`src/rtl/memio_stage_if.sv`:
```
// rtl/memio_stage_if.sv - memio_stage bus bundle: execute request, data memory, byte streams, writeback
interface memio_stage_if #(
  parameter int ADDR_W = 17
);
  logic              mem_en;
  logic              is_load;
  logic              is_store;
  logic              is_in;
  logic              is_out;
  logic              is_float;
  logic [ADDR_W-1:0] addr;
  logic [31:0]       wdata;
  logic [31:0]       f_wdata;
  logic [ADDR_W-1:0] mem_addr;
  logic [31:0]       mem_wdata;
  logic              mem_we;
  logic              mem_re;
  logic [31:0]       mem_rdata;
  logic              in_valid;
  logic [7:0]        in_data;
  logic              in_ready;
  logic              out_valid;
  logic [7:0]        out_data;
  logic              out_ready;
  logic              wb_en;
  logic              f_wb_en;
  logic [31:0]       wb_data;
  logic              busy;
  logic              done;

  modport master (
    input  mem_en, is_load, is_store, is_in, is_out, is_float, addr, wdata, f_wdata,
    input  mem_rdata, in_valid, in_data, out_ready,
    output mem_addr, mem_wdata, mem_we, mem_re, in_ready, out_valid, out_data,
    output wb_en, f_wb_en, wb_data, busy, done
  );

  modport slave (
    output mem_en, is_load, is_store, is_in, is_out, is_float, addr, wdata, f_wdata,
    output mem_rdata, in_valid, in_data, out_ready,
    input  mem_addr, mem_wdata, mem_we, mem_re, in_ready, out_valid, out_data,
    input  wb_en, f_wb_en, wb_data, busy, done
  );
endinterface

```
`src/rtl/memio_stage.sv`:
```
// rtl/memio_stage.sv - load/store/in/out back-end stage; MEMIO_WORD_IO_EN selects 4-byte in/out transfers
module memio_stage #(
  parameter int ADDR_W  = 17,
  parameter int MEM_LAT = 1
) (
  input  logic          clk,
  input  logic          rstn,
  memio_stage_if.master bus
);

  typedef enum logic [2:0] {IDLE, MEM_RD, IN_WAIT, OUT_WAIT, FINISH} state_t;

  localparam int CNT_W = $clog2(MEM_LAT + 2);

  state_t            state, state_n;
  logic [CNT_W-1:0]  cnt, cnt_n;
  logic              f_sel, f_sel_n;
  logic [ADDR_W-1:0] mem_addr_q, mem_addr_n;
  logic [31:0]       mem_wdata_q, mem_wdata_n;
  logic              mem_we_q, mem_we_n;
  logic              mem_re_q, mem_re_n;
  logic              in_ready_q, in_ready_n;
  logic              out_valid_q, out_valid_n;
  logic [7:0]        out_data_q, out_data_n;
  logic              wb_en_q, wb_en_n;
  logic              f_wb_en_q, f_wb_en_n;
  logic [31:0]       wb_data_q, wb_data_n;
  logic              busy_q, busy_n;
  logic              done_q, done_n;
`ifdef MEMIO_WORD_IO_EN
  logic [1:0]        byte_cnt, byte_cnt_n;
  logic [23:0]       in_asm, in_asm_n;
  logic [23:0]       out_word, out_word_n;
`endif

  always_comb begin
    state_n     = state;
    cnt_n       = cnt;
    f_sel_n     = f_sel;
    mem_addr_n  = mem_addr_q;
    mem_wdata_n = mem_wdata_q;
    mem_we_n    = 1'b0;
    mem_re_n    = 1'b0;
    in_ready_n  = in_ready_q;
    out_valid_n = out_valid_q;
    out_data_n  = out_data_q;
    wb_en_n     = 1'b0;
    f_wb_en_n   = 1'b0;
    wb_data_n   = wb_data_q;
    busy_n      = busy_q;
    done_n      = 1'b0;
`ifdef MEMIO_WORD_IO_EN
    byte_cnt_n  = byte_cnt;
    in_asm_n    = in_asm;
    out_word_n  = out_word;
`endif
    case (state)
      IDLE: begin
        if (bus.mem_en) begin
          busy_n  = 1'b1;
          f_sel_n = bus.is_float;
          if (bus.is_load) begin
            mem_re_n   = 1'b1;
            mem_addr_n = bus.addr;
            cnt_n      = CNT_W'(MEM_LAT);
            state_n    = MEM_RD;
          end else if (bus.is_store) begin
            mem_we_n    = 1'b1;
            mem_addr_n  = bus.addr;
            mem_wdata_n = bus.is_float ? bus.f_wdata : bus.wdata;
            cnt_n       = CNT_W'(1);
            state_n     = FINISH;
          end else if (bus.is_in) begin
            in_ready_n = 1'b1;
            state_n    = IN_WAIT;
`ifdef MEMIO_WORD_IO_EN
            byte_cnt_n = 2'd0;
`endif
          end else if (bus.is_out) begin
            out_valid_n = 1'b1;
            out_data_n  = bus.wdata[7:0];
            state_n     = OUT_WAIT;
`ifdef MEMIO_WORD_IO_EN
            byte_cnt_n  = 2'd0;
            out_word_n  = bus.wdata[31:8];
`endif
          end else begin
            // No operation flagged: just release the stall on the next edge.
            cnt_n   = '0;
            state_n = FINISH;
          end
        end
      end
      MEM_RD: begin
        if (cnt == '0) begin
          wb_data_n = bus.mem_rdata;
          wb_en_n   = ~f_sel;
          f_wb_en_n = f_sel;
          done_n    = 1'b1;
          busy_n    = 1'b0;
          state_n   = IDLE;
        end else begin
          cnt_n = cnt - 1'b1;
        end
      end
      FINISH: begin
        if (cnt == '0) begin
          done_n  = 1'b1;
          busy_n  = 1'b0;
          state_n = IDLE;
        end else begin
          cnt_n = cnt - 1'b1;
        end
      end
      IN_WAIT: begin
        if (bus.in_valid && in_ready_q) begin
`ifdef MEMIO_WORD_IO_EN
          in_asm_n   = {bus.in_data, in_asm[23:8]};
          byte_cnt_n = byte_cnt + 2'd1;
          if (byte_cnt == 2'd3) begin
            in_ready_n = 1'b0;
            wb_data_n  = {bus.in_data, in_asm};
            wb_en_n    = ~f_sel;
            f_wb_en_n  = f_sel;
            done_n     = 1'b1;
            busy_n     = 1'b0;
            state_n    = IDLE;
          end
`else
          in_ready_n = 1'b0;
          wb_data_n  = {24'd0, bus.in_data};
          wb_en_n    = ~f_sel;
          f_wb_en_n  = f_sel;
          done_n     = 1'b1;
          busy_n     = 1'b0;
          state_n    = IDLE;
`endif
        end
      end
      OUT_WAIT: begin
        if (out_valid_q && bus.out_ready) begin
`ifdef MEMIO_WORD_IO_EN
          if (byte_cnt == 2'd3) begin
            out_valid_n = 1'b0;
            done_n      = 1'b1;
            busy_n      = 1'b0;
            state_n     = IDLE;
          end else begin
            byte_cnt_n = byte_cnt + 2'd1;
            out_data_n = out_word[7:0];
            out_word_n = {8'd0, out_word[23:8]};
          end
`else
          out_valid_n = 1'b0;
          done_n      = 1'b1;
          busy_n      = 1'b0;
          state_n     = IDLE;
`endif
        end
      end
      default: state_n = IDLE;
    endcase
  end

  always_ff @(posedge clk) begin
    if (!rstn) begin
      state       <= IDLE;
      cnt         <= '0;
      f_sel       <= 1'b0;
      mem_addr_q  <= '0;
      mem_wdata_q <= '0;
      mem_we_q    <= 1'b0;
      mem_re_q    <= 1'b0;
      in_ready_q  <= 1'b0;
      out_valid_q <= 1'b0;
      out_data_q  <= '0;
      wb_en_q     <= 1'b0;
      f_wb_en_q   <= 1'b0;
      wb_data_q   <= '0;
      busy_q      <= 1'b0;
      done_q      <= 1'b0;
`ifdef MEMIO_WORD_IO_EN
      byte_cnt    <= '0;
      in_asm      <= '0;
      out_word    <= '0;
`endif
    end else begin
      state       <= state_n;
      cnt         <= cnt_n;
      f_sel       <= f_sel_n;
      mem_addr_q  <= mem_addr_n;
      mem_wdata_q <= mem_wdata_n;
      mem_we_q    <= mem_we_n;
      mem_re_q    <= mem_re_n;
      in_ready_q  <= in_ready_n;
      out_valid_q <= out_valid_n;
      out_data_q  <= out_data_n;
      wb_en_q     <= wb_en_n;
      f_wb_en_q   <= f_wb_en_n;
      wb_data_q   <= wb_data_n;
      busy_q      <= busy_n;
      done_q      <= done_n;
`ifdef MEMIO_WORD_IO_EN
      byte_cnt    <= byte_cnt_n;
      in_asm      <= in_asm_n;
      out_word    <= out_word_n;
`endif
    end
  end

  assign bus.mem_addr  = mem_addr_q;
  assign bus.mem_wdata = mem_wdata_q;
  assign bus.mem_we    = mem_we_q;
  assign bus.mem_re    = mem_re_q;
  assign bus.in_ready  = in_ready_q;
  assign bus.out_valid = out_valid_q;
  assign bus.out_data  = out_data_q;
  assign bus.wb_en     = wb_en_q;
  assign bus.f_wb_en   = f_wb_en_q;
  assign bus.wb_data   = wb_data_q;
  assign bus.busy      = busy_q;
  assign bus.done      = done_q;

endmodule

```
`src/flat_wrapper.sv`:
```
// flat-port wrapper written by rule: the top's interface ports become plain ports
module memio_stage_flat 
#(
  parameter int ADDR_W  = 17,
  parameter int MEM_LAT = 1
)
  (clk, rstn, bus_mem_en, bus_is_load, bus_is_store, bus_is_in, bus_is_out, bus_is_float, bus_addr, bus_wdata, bus_f_wdata, bus_mem_rdata, bus_in_valid, bus_in_data, bus_out_ready, bus_mem_addr, bus_mem_wdata, bus_mem_we, bus_mem_re, bus_in_ready, bus_out_valid, bus_out_data, bus_wb_en, bus_f_wb_en, bus_wb_data, bus_busy, bus_done);
  memio_stage_if #(.ADDR_W(ADDR_W)) bus_i ();
  input  logic clk;
  input  logic rstn;
  input wire logic [$bits(bus_i.mem_en)-1:0] bus_mem_en;
  input wire logic [$bits(bus_i.is_load)-1:0] bus_is_load;
  input wire logic [$bits(bus_i.is_store)-1:0] bus_is_store;
  input wire logic [$bits(bus_i.is_in)-1:0] bus_is_in;
  input wire logic [$bits(bus_i.is_out)-1:0] bus_is_out;
  input wire logic [$bits(bus_i.is_float)-1:0] bus_is_float;
  input wire logic [$bits(bus_i.addr)-1:0] bus_addr;
  input wire logic [$bits(bus_i.wdata)-1:0] bus_wdata;
  input wire logic [$bits(bus_i.f_wdata)-1:0] bus_f_wdata;
  input wire logic [$bits(bus_i.mem_rdata)-1:0] bus_mem_rdata;
  input wire logic [$bits(bus_i.in_valid)-1:0] bus_in_valid;
  input wire logic [$bits(bus_i.in_data)-1:0] bus_in_data;
  input wire logic [$bits(bus_i.out_ready)-1:0] bus_out_ready;
  output wire logic [$bits(bus_i.mem_addr)-1:0] bus_mem_addr;
  output wire logic [$bits(bus_i.mem_wdata)-1:0] bus_mem_wdata;
  output wire logic [$bits(bus_i.mem_we)-1:0] bus_mem_we;
  output wire logic [$bits(bus_i.mem_re)-1:0] bus_mem_re;
  output wire logic [$bits(bus_i.in_ready)-1:0] bus_in_ready;
  output wire logic [$bits(bus_i.out_valid)-1:0] bus_out_valid;
  output wire logic [$bits(bus_i.out_data)-1:0] bus_out_data;
  output wire logic [$bits(bus_i.wb_en)-1:0] bus_wb_en;
  output wire logic [$bits(bus_i.f_wb_en)-1:0] bus_f_wb_en;
  output wire logic [$bits(bus_i.wb_data)-1:0] bus_wb_data;
  output wire logic [$bits(bus_i.busy)-1:0] bus_busy;
  output wire logic [$bits(bus_i.done)-1:0] bus_done;
  assign bus_i.mem_en = bus_mem_en;
  assign bus_i.is_load = bus_is_load;
  assign bus_i.is_store = bus_is_store;
  assign bus_i.is_in = bus_is_in;
  assign bus_i.is_out = bus_is_out;
  assign bus_i.is_float = bus_is_float;
  assign bus_i.addr = bus_addr;
  assign bus_i.wdata = bus_wdata;
  assign bus_i.f_wdata = bus_f_wdata;
  assign bus_i.mem_rdata = bus_mem_rdata;
  assign bus_i.in_valid = bus_in_valid;
  assign bus_i.in_data = bus_in_data;
  assign bus_i.out_ready = bus_out_ready;
  assign bus_mem_addr = bus_i.mem_addr;
  assign bus_mem_wdata = bus_i.mem_wdata;
  assign bus_mem_we = bus_i.mem_we;
  assign bus_mem_re = bus_i.mem_re;
  assign bus_in_ready = bus_i.in_ready;
  assign bus_out_valid = bus_i.out_valid;
  assign bus_out_data = bus_i.out_data;
  assign bus_wb_en = bus_i.wb_en;
  assign bus_f_wb_en = bus_i.f_wb_en;
  assign bus_wb_data = bus_i.wb_data;
  assign bus_busy = bus_i.busy;
  assign bus_done = bus_i.done;
  memio_stage #(.ADDR_W(ADDR_W), .MEM_LAT(MEM_LAT)) u_core (.clk(clk), .rstn(rstn), .bus(bus_i));
endmodule
```
`config.mk`:
```
export PLATFORM = sky130hd
export DESIGN_NAME = memio_stage_flat
export DESIGN_NICKNAME = d
export VERILOG_FILES = /design/src/rtl/memio_stage_if.sv /design/src/rtl/memio_stage.sv /design/src/flat_wrapper.sv
export SDC_FILE = /design/constraint.sdc
export NUM_CORES = 1
export LEC_CHECK = 0
export ABC_AREA = 1
export CELL_PAD_IN_SITES_DETAIL_PLACEMENT = 1
export CELL_PAD_IN_SITES_GLOBAL_PLACEMENT = 2
export CORE_MARGIN = 2
export CORE_UTILIZATION = 21
export CTS_BUF_LIST = sky130_fd_sc_hd__clkbuf_8
export DETAILED_ROUTE_END_ITERATION = 12
export PLACE_DENSITY = 0.91
export RECOVER_POWER = 25
export SLEW_MARGIN = 10
export SYNTH_ARGS = -nofsm -noshare
export SYNTH_HDL_FRONTEND = slang
export SYNTH_SLANG_ARGS = --single-unit
```
`constraint.sdc`:
```
create_clock -name clk -period 2.25 [get_ports clk]
set_clock_uncertainty 0.15 [all_clocks]
set_input_delay 0.45 -clock clk [delete_from_list [all_inputs] [get_ports clk]]
set_output_delay 0.45 -clock clk [all_outputs]
set_load 0.005 [all_outputs]
```
-- Yosys cells after proc, flatten, opt, wreduce, memory -nomap -nowiden
Index checks and enable logic that the tools add are counted.
- multiplexer cells: 50
- bitwise operators: 7
- equal/unequal tests: 17
- reductions and logical operators: 23
- add/subtract/negate cells: 1
- operator list (cell ; number):
    2-to-1 mux 32 bit ; 3
    case mux 32 bit (2 select lines) ; 1
    2-to-1 mux 17 bit ; 2
    2-to-1 mux 3 bit ; 8
    2-to-1 mux 1 bit ; 22
    inequality test 2 bit (second input constant) ; 7
    2-to-1 mux 2 bit ; 6
    case mux 3 bit (4 select lines) ; 1
    AND reduction 6 bit ; 2
    AND reduction 5 bit ; 2
    nonzero test 2 bit ; 5
    AND reduction 3 bit ; 3
    inequality test 2 x 1 -> 1 bit (second input constant) ; 4
    inequality test 4 bit (second input constant) ; 2
    case mux 1 bit (2 select lines) ; 4
    AND reduction 4 bit ; 2
    inverter 1 bit ; 7
    AND reduction 7 bit ; 1
    equality test 3 x 2 -> 1 bit (second input constant) ; 2
    case mux 1 bit (4 select lines) ; 1
    case mux 2 bit (2 select lines) ; 1
    nonzero test 4 bit ; 1
    OR reduction 4 bit ; 1
    equality test 3 x 1 -> 1 bit (second input constant) ; 1
    8 further kinds ; 9
- register bits after elaboration: 103
- output and inout bits: 97
- input bits: 131
- logic and storage cells: 113

-- Longest topological paths before layout
Gate-level depths: netlist of the first run.
- depth in word-level cells: 6
- depth in mapped cells: 10
- mapped depth without buffers: 9

-- Least setup slack after synthesis of the first run
OpenSTA, ideal clock, no wires.
- path type: register -> register
- start point: register u_core.state[2]
- end point: register u_core.wb_data_q[26], in the netlist u_core.bus.wb_data[26]
- arrival: 1332 ps
- path buffers: 2
- clock period less this slack: 1614 ps
- path slack: 636 ps
- library setup time: 132 ps
- cell stages (with the launch flop): 9
- required time: 1968 ps
- path through: dfxtp_1 buf_6 nor3_4 inv_2 nor2_4 nor2_4 buf_2 nand2_1 a21oi_1
- cells in the longest elaborated chain, start to end: 3
- elaborated cells on any way between the ends: 7
- those cells by class: 4 x eq/ne; 1 x mux; 2 x reduce/logical
- ends and longest elaborated chain (item ; line ; source):
    start: declaration ; memio_stage.sv:15 ; state_t state, state_n;
    start signal: assignment ; memio_stage.sv:188 ; state <= state_n;
    equality test 3 x 1 -> 1 bit / equality test 3 x 2 -> 1 bit (equally long branches) ; memio_stage.sv:57 ; case (state)
    inequality test 2 x 1 -> 1 bit (no source line) / nonzero test 2 bit (equally long branches) ; - ;
    AND reduction 3 bit (no source line) ; - ;
    end signal: assignment ; memio_stage.sv:200 ; wb_data_q <= wb_data_n;
    end: declaration ; memio_stage.sv:27 ; logic [31:0] wb_data_q, wb_data_n;
Parallel ways exist; a longest one is shown, timed or not.
A chain may end at the register's enable or synchronous reset.

-- Final worst setup path of the first run
- start point: register u_core.state[2]
- end point: register u_core.out_data_q[1], in the netlist u_core.bus.out_data[1]
- cells in the longest elaborated chain, start to end: 2
- ends and longest elaborated chain (item ; line ; source):
    zero test 3 bit ; memio_stage.sv:57 ;
    AND reduction 6 bit (no source line) ; - ;
    end signal: assignment ; memio_stage.sv:197 ; out_data_q <= out_data_n;
    end: declaration ; memio_stage.sv:24 ; logic [7:0] out_data_q, out_data_n;
Every way passes these cells.

==> results of run 1 <==
[cells by family after synthesis]
| kind of cell | count (synthesis) | synth area share (%) |
|---|---|---|
| adder cells (fa/ha/maj) | 1 | 0.2896 |
| flip-flops | 103 | 47.74 |
| AO/OA/AOI/OAI | 120 | 14.05 |
| multiplexers | 24 | 6.257 |
| AND/OR/NAND/NOR | 257 | 25.52 |
| buffers and inverters | 60 | 6.141 |
[worst max-delay path by stage]
stage	to	startpoint	slack [ns]
after global routing	u_core.bus.out_valid	u_core.state[2]	0.10
after global placement	u_core.bus.wb_data[1]	bus_in_valid	-0.11
final	u_core.bus.out_data[1]	u_core.state[2]	0.31
after CTS	u_core.bus.wb_data[3]	u_core.cnt[0]	0.15
after floorplan	u_core.bus.wb_data[26]	u_core.state[2]	0.64
after detailed placement	u_core.bus.wb_data[3]	bus_in_valid	-0.13
[placed cells by master, fill, tap and decap left out, types with 3 or more instances in the layout]
| cell type | n |
|---|---|
| sky130_fd_sc_hd__clkdlybuf4s50_1 | 218 |
| sky130_fd_sc_hd__nor2_1 | 131 |
| sky130_fd_sc_hd__dfxtp_1 | 103 |
| sky130_fd_sc_hd__nand2_1 | 83 |
| sky130_fd_sc_hd__o21ai_0 | 74 |
| sky130_fd_sc_hd__a21oi_1 | 37 |
| sky130_fd_sc_hd__nand3_1 | 27 |
| sky130_fd_sc_hd__mux2_2 | 24 |
| sky130_fd_sc_hd__inv_1 | 21 |
| sky130_fd_sc_hd__clkbuf_8 | 10 |
| sky130_fd_sc_hd__buf_4 | 10 |
| sky130_fd_sc_hd__o21ai_1 | 7 |
| sky130_fd_sc_hd__dlygate4sd3_1 | 7 |
| sky130_fd_sc_hd__inv_2 | 6 |
| sky130_fd_sc_hd__nor3_1 | 4 |
| sky130_fd_sc_hd__nor2_4 | 3 |
[per-layer routing]
metal | vias up | part of all wire [%] | global-route usage [%]
met2 | 177 | 44 | 22.36
met5 | - | 0.084 | 0
met1 | 2073 | 44 | 17.63
li1 | 2276 | - | -
met3 | 18 | 11 | 5.494
met4 | 2 | 1.3 | 4.279
[registers in the layout, indices dropped and copies added (netlist names)]
name and flops:
u_core.bus.mem_wdata 32, u_core.bus.wb_data 32, u_core.bus.mem_addr 17, u_core.bus.out_data 8, u_core.state 3, u_core.cnt 2, u_core.bus.busy 1, u_core.bus.done 1
u_core.bus.f_wb_en 1, u_core.bus.in_ready 1, u_core.bus.mem_re 1, u_core.bus.mem_we 1, u_core.bus.out_valid 1, u_core.bus.wb_en 1, u_core.f_sel 1
[cell type report]
class	instances	area [um2]	area share, %
Sequential cell	103	2062	29.02
Clock buffer	10	137.6	1.937
Tap cell	270	337.8	4.755
Clock inverter	6	97.59	1.374
Timing Repair Buffer	241	2370	33.36
Antenna cell	1	2.502	0.03522
Inverter	27	101.3	1.427
Multi-Input combinational cell	403	1996	28.09
[power groups by stage]
stage | clock network [mW] | logic [mW] | registers [mW]
2_1_floorplan | 0 | 0.856 | 2.29
3_3_place_gp | 0 | 1.84 | 2.29
3_5_place_dp | 0 | 1.84 | 2.31
4_1_cts | 1.46 | 1.86 | 2.27
5_1_grt | 1.53 | 2.02 | 2.30
6_report | 1.39 | 1.81 | 2.26
[through the flow]
stage | area (um2) | setup TNS, ns | util (%) | hold slack (ns)
5_1_grt | 7102 | 0 | 35.10 | 0.2420
6_report | 7104 | 0 | 35.11 | 0.2277
3_5_place_dp | 6873 | -0.9935 | 33.97 | 0.2765
4_1_cts | 7108 | 0 | 35.13 | 0.2217
2_1_floorplan | 4319 | 0 | - | 0.2626
3_3_place_gp | 6873 | -0.8745 | 33.97 | 0.2748
[worst reg2reg max path: stages (launching register included)]
cell,delay [ns]
sky130_fd_sc_hd__dfxtp_1,0.48
sky130_fd_sc_hd__clkbuf_1,0.30
sky130_fd_sc_hd__nor2_8,0.09
sky130_fd_sc_hd__nand2_4,0.09
sky130_fd_sc_hd__buf_4,0.17
sky130_fd_sc_hd__nor2_1,0.05
sky130_fd_sc_hd__clkbuf_2,0.22
sky130_fd_sc_hd__o21ai_0,0.23
sky130_fd_sc_hd__a21oi_1,0.06
==> impl_results.rst, run 1 <==
.. list-table::
   :header-rows: 1

   * - Metric
     - Value
   * - Bufs on Longest Clock Path
     - 2
   * - Ordered cell list for the critical path
     - clkbuf_1, nor2_8, nand2_4, buf_4, nor2_1, clkbuf_2, o21ai_0, a21oi_1
   * - Final setup slack of the worst path
     - 0.3061 ns
   * - Arrival time worst endpoint
     - 2.07 ns
   * - Fraction of power consumed by the clock network
     - 25.5%
   * - Hold-fix buffers, CTS
     - 0
   * - Combinational fraction of design power
     - 33.1%
   * - Dominant register cell in the synthesized netlist
     - sky130_fd_sc_hd__dfxtp_1
   * - Ys async rst share
     - 0%
   * - Hold Crit Endpoint
     - u_core.bus.mem_we
   * - Count of buffers added by post-CTS timing repair for setup
     - 0
   * - Max-cap violation count
     - 0
   * - Relative slew slack
     - 45.50%
   * - Worst-case register-to-register setup slack
     - 0.31 ns
   * - Source of the worst hold timing path
     - rstn
   * - Setup repair after global routing missed its margin
     - false
   * - Number of synthesized register bits
     - 103
   * - Die Span X
     - 147.4 um
   * - Detailed Route WL
     - 15500 um
   * - Setup slack at placement
     - -0.1303 ns
   * - Count of vias placed by the detailed router
     - 4546
   * - Wire per inst
     - 14.60 um
   * - Count of cells resized by post-cts repair
     - 0
   * - Worst Setup Start Kind
     - register
   * - Period minus WS final
     - 1.944 ns
   * - Total core area
     - 20230 um2
   * - Growth of design area from synthesis to finish
     - 64.48%
   * - Net switching fraction of the power
     - 32.20%
   * - Final Hold Vio Count
     - 0
   * - Stage delay of the slowest cell on the critical path
     - 0.48 ns
   * - Initial Utilization
     - 21.35%
   * - Number of inserted filler cells in the final layout
     - 2412
   * - Clock edge transition at the registers on the reported setup and hold paths
     - 0.11 ns
   * - Proportion of synthesized chip area in sequential cells
     - 47.74%
   * - Power density over the cells
     - 768.2 nW/um2
   * - Stages on worst setup path
     - 8
   * - Layout cells sized above 1
     - 9.114%
   * - Net switching power
     - 1.758 mW
   * - Top Family by Delay on Critical Path
     - buffers and inverters
   * - Final Total Pwr
     - 5.457 mW
   * - Critical Path Slowest Stage Cell
     - sky130_fd_sc_hd__dfxtp_1
   * - Number of CTS-inserted buffers
     - 9
   * - I/O Buffers
     - 227
   * - Max frequency
     - 514.4 MHz
   * - Sequential cell fraction of total power
     - 41.4%
   * - Total gr overflow
     - 0
   * - Clock sinks
     - 103
   * - Ports
     - 228
   * - Worst vdd rail ir drop
     - 0.0002715 V
   * - Global-route total usage across every layer
     - 14.06%
   * - Leakage power
     - 2.798 nW
   * - Clock tree from TritonCTS
     - done
   * - Mean area per synthesized cell
     - 7.644 um2
   * - Ratio of routed vias to standard cells
     - 4.285
   * - Maximum number of pins on one net before global-route repair
     - 42
   * - Count of distinct cell types in the synthesized netlist
     - 25
   * - Cell with the most instances after synthesis
     - sky130_fd_sc_hd__nor2_1
   * - Antenna viol nets, final
     - 0
   * - Reg-to-Reg End
     - u_core.bus.out_data[1]
   * - Number of global-route vias before repair
     - 4731
   * - Critical path buffers and inverters
     - 3
   * - First-pass GRT wire length
     - 24450 um
   * - Largest fanout of any net on the critical path
     - 17
   * - Die height
     - 147.4 um
   * - Post-DP HPWL
     - 11390 um
   * - Number of instances in the synthesized netlist
     - 565
   * - Internal
     - 3.700 mW
   * - Netlist area before placement
     - 4319 um2
   * - Synth area leader
     - sky130_fd_sc_hd__dfxtp_1
   * - Beginning of the worst register-to-register path
     - u_core.state[2]
   * - Post-layout nets
     - 917
   * - Total Die Area
     - 21730 um2
   * - Drt drc
     - 0
   * - Weighted congestion reported at the end of routability-driven placement
     - 0.8284
   * - Post-Synthesis Net Count
     - 697
   * - Hold Crit Depth
     - 3
   * - Worst hold path type
     - input port to register
   * - EDFF count, synth
     - 0
   * - Row Count
     - 52
   * - CTS Root Cell
     - sky130_fd_sc_hd__clkbuf_8
   * - Run status
     - complete, no violations
   * - Detailed Route Iter0 Violations
     - 147
   * - Maximum level of the CTS H-tree
     - 3
   * - Yosys top cell area share
     - 47.74%
   * - Most frequent cells after synthesis
     - sky130_fd_sc_hd__nor2_1, sky130_fd_sc_hd__dfxtp_1, sky130_fd_sc_hd__nand2_1
   * - Worst R2R Path Depth
     - 8
   * - Final-report setup violation count
     - 0
   * - Placed insts
     - 1043
   * - Number of pins exceeding their max-slew limit in the final report
     - 0
   * - Endpoint required time on the critical path
     - 2.38 ns
   * - Synthesis warning total
     - 0
   * - Crit end category
     - register
   * - Antenna violations before repair
     - 2
   * - Post-route non-filler standard cell count
     - 1061
   * - Category of the most critical setup path
     - register to register
   * - Area contributors post-synth
     - sky130_fd_sc_hd__dfxtp_1, sky130_fd_sc_hd__nor2_1, sky130_fd_sc_hd__o21ai_0, sky130_fd_sc_hd__nand2_1, sky130_fd_sc_hd__mux2_2
   * - Number of iterations in the first detailed-routing pass
     - 4
   * - Insertion delay of the later-clocked pin in the worst-skew pair
     - 0.38 ns
   * - Worst Max-Slew Pin Slew
     - 0.8167 ns
   * - Period utilisation layout
     - 86.40%
(Power assumes the default switching activity.)
==> run 2, diff against run 1 <==
Settings changed: CAP_MARGIN set to 20, CORE_ASPECT_RATIO set to 0.9.
==> run 2 against run 1 <==
  * Wire length up 1.0%
  * Highest routed layer is now met4
  * Power down 5.1%
  * Sequential power about the same
  * Clock power down 19%
  * Core utilization up 0.064 points
  * Register-to-register slack worse by 0.02 ns
==> impl_results.rst, run 2 (synthesis gave the netlist of run 1 again) <==
.. list-table::
   :header-rows: 1

   * - Metric
     - Value
   * - Power density over the cells
     - 734.7 nW/um2 (-4.4%)
   * - Growth of design area from synthesis to finish
     - 63.27%
   * - Count of cells resized by post-cts repair
     - 0 (unchanged)
   * - Worst Max-Slew Pin Slew
     - 0.5771 ns (-0.2396 ns)
   * - Number of pins exceeding their max-slew limit in the final report
     - 0 (unchanged)
   * - Final TNS setup
     - 0 ns (unchanged)
   * - Final Hold Vio Count
     - 0 (unchanged)
   * - Source of the worst hold timing path
     - rstn
   * - Number of CTS-inserted buffers
     - 9 (unchanged)
   * - Most frequent cells in the layout
     - sky130_fd_sc_hd__clkdlybuf4s50_1, sky130_fd_sc_hd__nor2_1, sky130_fd_sc_hd__dfxtp_1
   * - Post-DP Area
     - 6894 um2 (+0.31%)
   * - Antenna violations before repair
     - 0 (-2)
   * - Hold Crit Depth
     - 3 (unchanged)
   * - Number of iterations in the first detailed-routing pass
     - 4 (unchanged)
   * - Count of buffers added by post-CTS timing repair for setup
     - 0 (unchanged)
   * - Maximum level of the CTS H-tree
     - 3 (unchanged)
   * - Setup repair after global routing missed its margin
     - false
   * - Detailed Route Iter0 Violations
     - 138 (-6.1%)
   * - Post-route non-filler standard cell count
     - 1041 (-1.9%)
   * - Area of the multi-input gates
     - 1977 um2 (-0.94%)
   * - Area taken by flip-flops and latches
     - 2062 um2 (unchanged)
   * - Weighted congestion reported at the end of routability-driven placement
     - 0.7494 (-9.5%)
   * - Endpoint required time on the critical path
     - 2.42 ns (+0.04 ns)
   * - Beginning of the worst register-to-register path
     - u_core.state[2]
   * - Placed insts
     - 1025 (-1.7%)
   * - Final Instance Area
     - 7052 um2 (-0.74%)
   * - Post-layout nets
     - 913 (-0.44%)
   * - Count of vias placed by the detailed router
     - 4479 (-1.5%)
   * - Maximum number of pins on one net before global-route repair
     - 62 (+48%)
   * - Initial Utilization
     - 21.54% (+0.20 points)
   * - Period utilisation layout
     - 87.28% (+0.89 points)
   * - Post-DP HPWL
     - 11550 um (+1.5%)
   * - Die height
     - 140.1 um (-5.0%)
   * - Insertion delay of the later-clocked pin in the worst-skew pair
     - 0.38 ns (about the same)
   * - Worst hold path type
     - input port to register
   * - Antenna cells
     - 0 (-1)
   * - Clock sinks
     - 103 (unchanged)
   * - Bufs on Longest Clock Path
     - 2 (unchanged)
   * - Most frequent standard cell in the layout excluding fill and tap cells
     - sky130_fd_sc_hd__clkdlybuf4s50_1
   * - Max-cap violation count
     - 0 (unchanged)
   * - Drt drc
     - 0 (unchanged)
   * - CTS Root Cell
     - sky130_fd_sc_hd__clkbuf_8
   * - Clock edge transition at the registers on the reported setup and hold paths
     - 0.10 ns (about the same)
   * - Finished Core Util
     - 35.17% (+0.064 points)
   * - Hold-fix buffers, CTS
     - 0 (unchanged)
   * - Row Count
     - 49 (-5.8%)
   * - Crit end category
     - register
   * - Die Span X
     - 155.2 um (+5.3%)
   * - Antenna viol nets, final
     - 0 (unchanged)
   * - Ratio of routed vias to standard cells
     - 4.303 (+0.42%)
   * - Arrival time worst endpoint
     - 2.14 ns (+0.07 ns)
   * - Clock tree from TritonCTS
     - done
   * - Detailed Route WL
     - 15660 um (+1.0%)
   * - Worst-case register-to-register setup slack
     - 0.29 ns (-0.02 ns)
   * - Number of global-route vias before repair
     - 4737 (+0.13%)
   * - First-pass GRT wire length
     - 25050 um (+2.5%)
   * - Worst slack on hold paths
     - 0.2806 ns (+0.05290 ns)
   * - Total core area
     - 20050 um2 (-0.92%)
   * - Reg-to-Reg End
     - u_core.bus.mem_addr[14]
   * - Worst Setup Start Kind
     - register
   * - Run status
     - complete, no violations
   * - Total gr overflow
     - 0 (unchanged)
   * - I/O Buffers
     - 227 (unchanged)
   * - Leakage power
     - 2.803 nW (+0.18%)
   * - Category of the most critical setup path
     - register to register
   * - Worst R2R Path Depth
     - 7 (-1)
   * - Global-route total usage across every layer
     - 14.56% (+0.50 points)
   * - Relative slew slack
     - 61.47% (+16 points)
   * - Worst vdd rail ir drop
     - 0.0003048 V (+12%)
   * - Final-report setup violation count
     - 0 (unchanged)
   * - Launching instance or port of the critical path
     - u_core.state[2]
   * - Number of inserted filler cells in the final layout
     - 2408 (-0.17%)
   * - Total Die Area
     - 21730 um2 (about the same)
   * - Period minus WS final
     - 1.964 ns (+0.01991 ns)
   * - Wire per inst
     - 15.04 um (+3.0%)
   * - Largest fanout of any net on the critical path
     - 17 (unchanged)
   * - Hold Crit Endpoint
     - u_core.cnt[0]
   * - Max frequency
     - 509.2 MHz (-1.0%)
   * - Layout cells sized above 1
     - 8.651% (-0.46 points)
   * - Ports
     - 228 (unchanged)
[run 2: area by class of cell]
type,count,area share (%)
Sequential cell,103,29.24
Inverter,27,1.437
Clock inverter,7,0.7807
Clock buffer,9,1.757
Tap cell,255,4.524
Multi-Input combinational cell,402,28.03
Timing Repair Buffer,238,34.23
[run 2: how the worst max path moves through the flow]
stage	end	slack, ns	cells after the start
global placement	u_core.bus.mem_wdata[16]	0.12	6
floorplan	u_core.bus.wb_data[26]	0.64	8
finish	u_core.bus.mem_addr[14]	0.29	7
global route	u_core.bus.wb_data[2]	0.08	8
detailed placement	u_core.bus.mem_wdata[21]	0.06	6
CTS	u_core.bus.wb_data[2]	0.27	8
[run 2: critical path, cell delays in order (launching register included)]
cell                       delay (ns)
sky130_fd_sc_hd__dfxtp_1         0.40
sky130_fd_sc_hd__clkbuf_1        0.21
sky130_fd_sc_hd__nor2_8          0.18
sky130_fd_sc_hd__nand2_4         0.10
sky130_fd_sc_hd__nor2_1          0.26
sky130_fd_sc_hd__clkbuf_2        0.36
sky130_fd_sc_hd__o21ai_0         0.13
sky130_fd_sc_hd__nor2_1          0.10
[run 2: per-layer routing]
layer	part of all wire (%)	wire, um	track usage, %
met1	41	6434	16.50
met2	49	7674	24.94
met3	7.6	1196	6.188
met4	2.2	350	4.394
met5	0	0	0
[run 2: power breakdown]
part	total [mW]	switching [mW]	internal (mW)
clock network	1.13	0.715	0.419
registers	2.26	0.156	2.10
logic	1.79	0.871	0.918
total	5.18	1.74	3.44
[run 2: metrics by stage]
stage | total power, mW | worst slack (ns)
global route | 5.592 | 0.07743
CTS | 5.348 | 0.2715
detailed placement | 4.156 | 0.06321
floorplan | 3.146 | 0.6360
finish | 5.181 | 0.2862
global placement | 4.120 | 0.1152
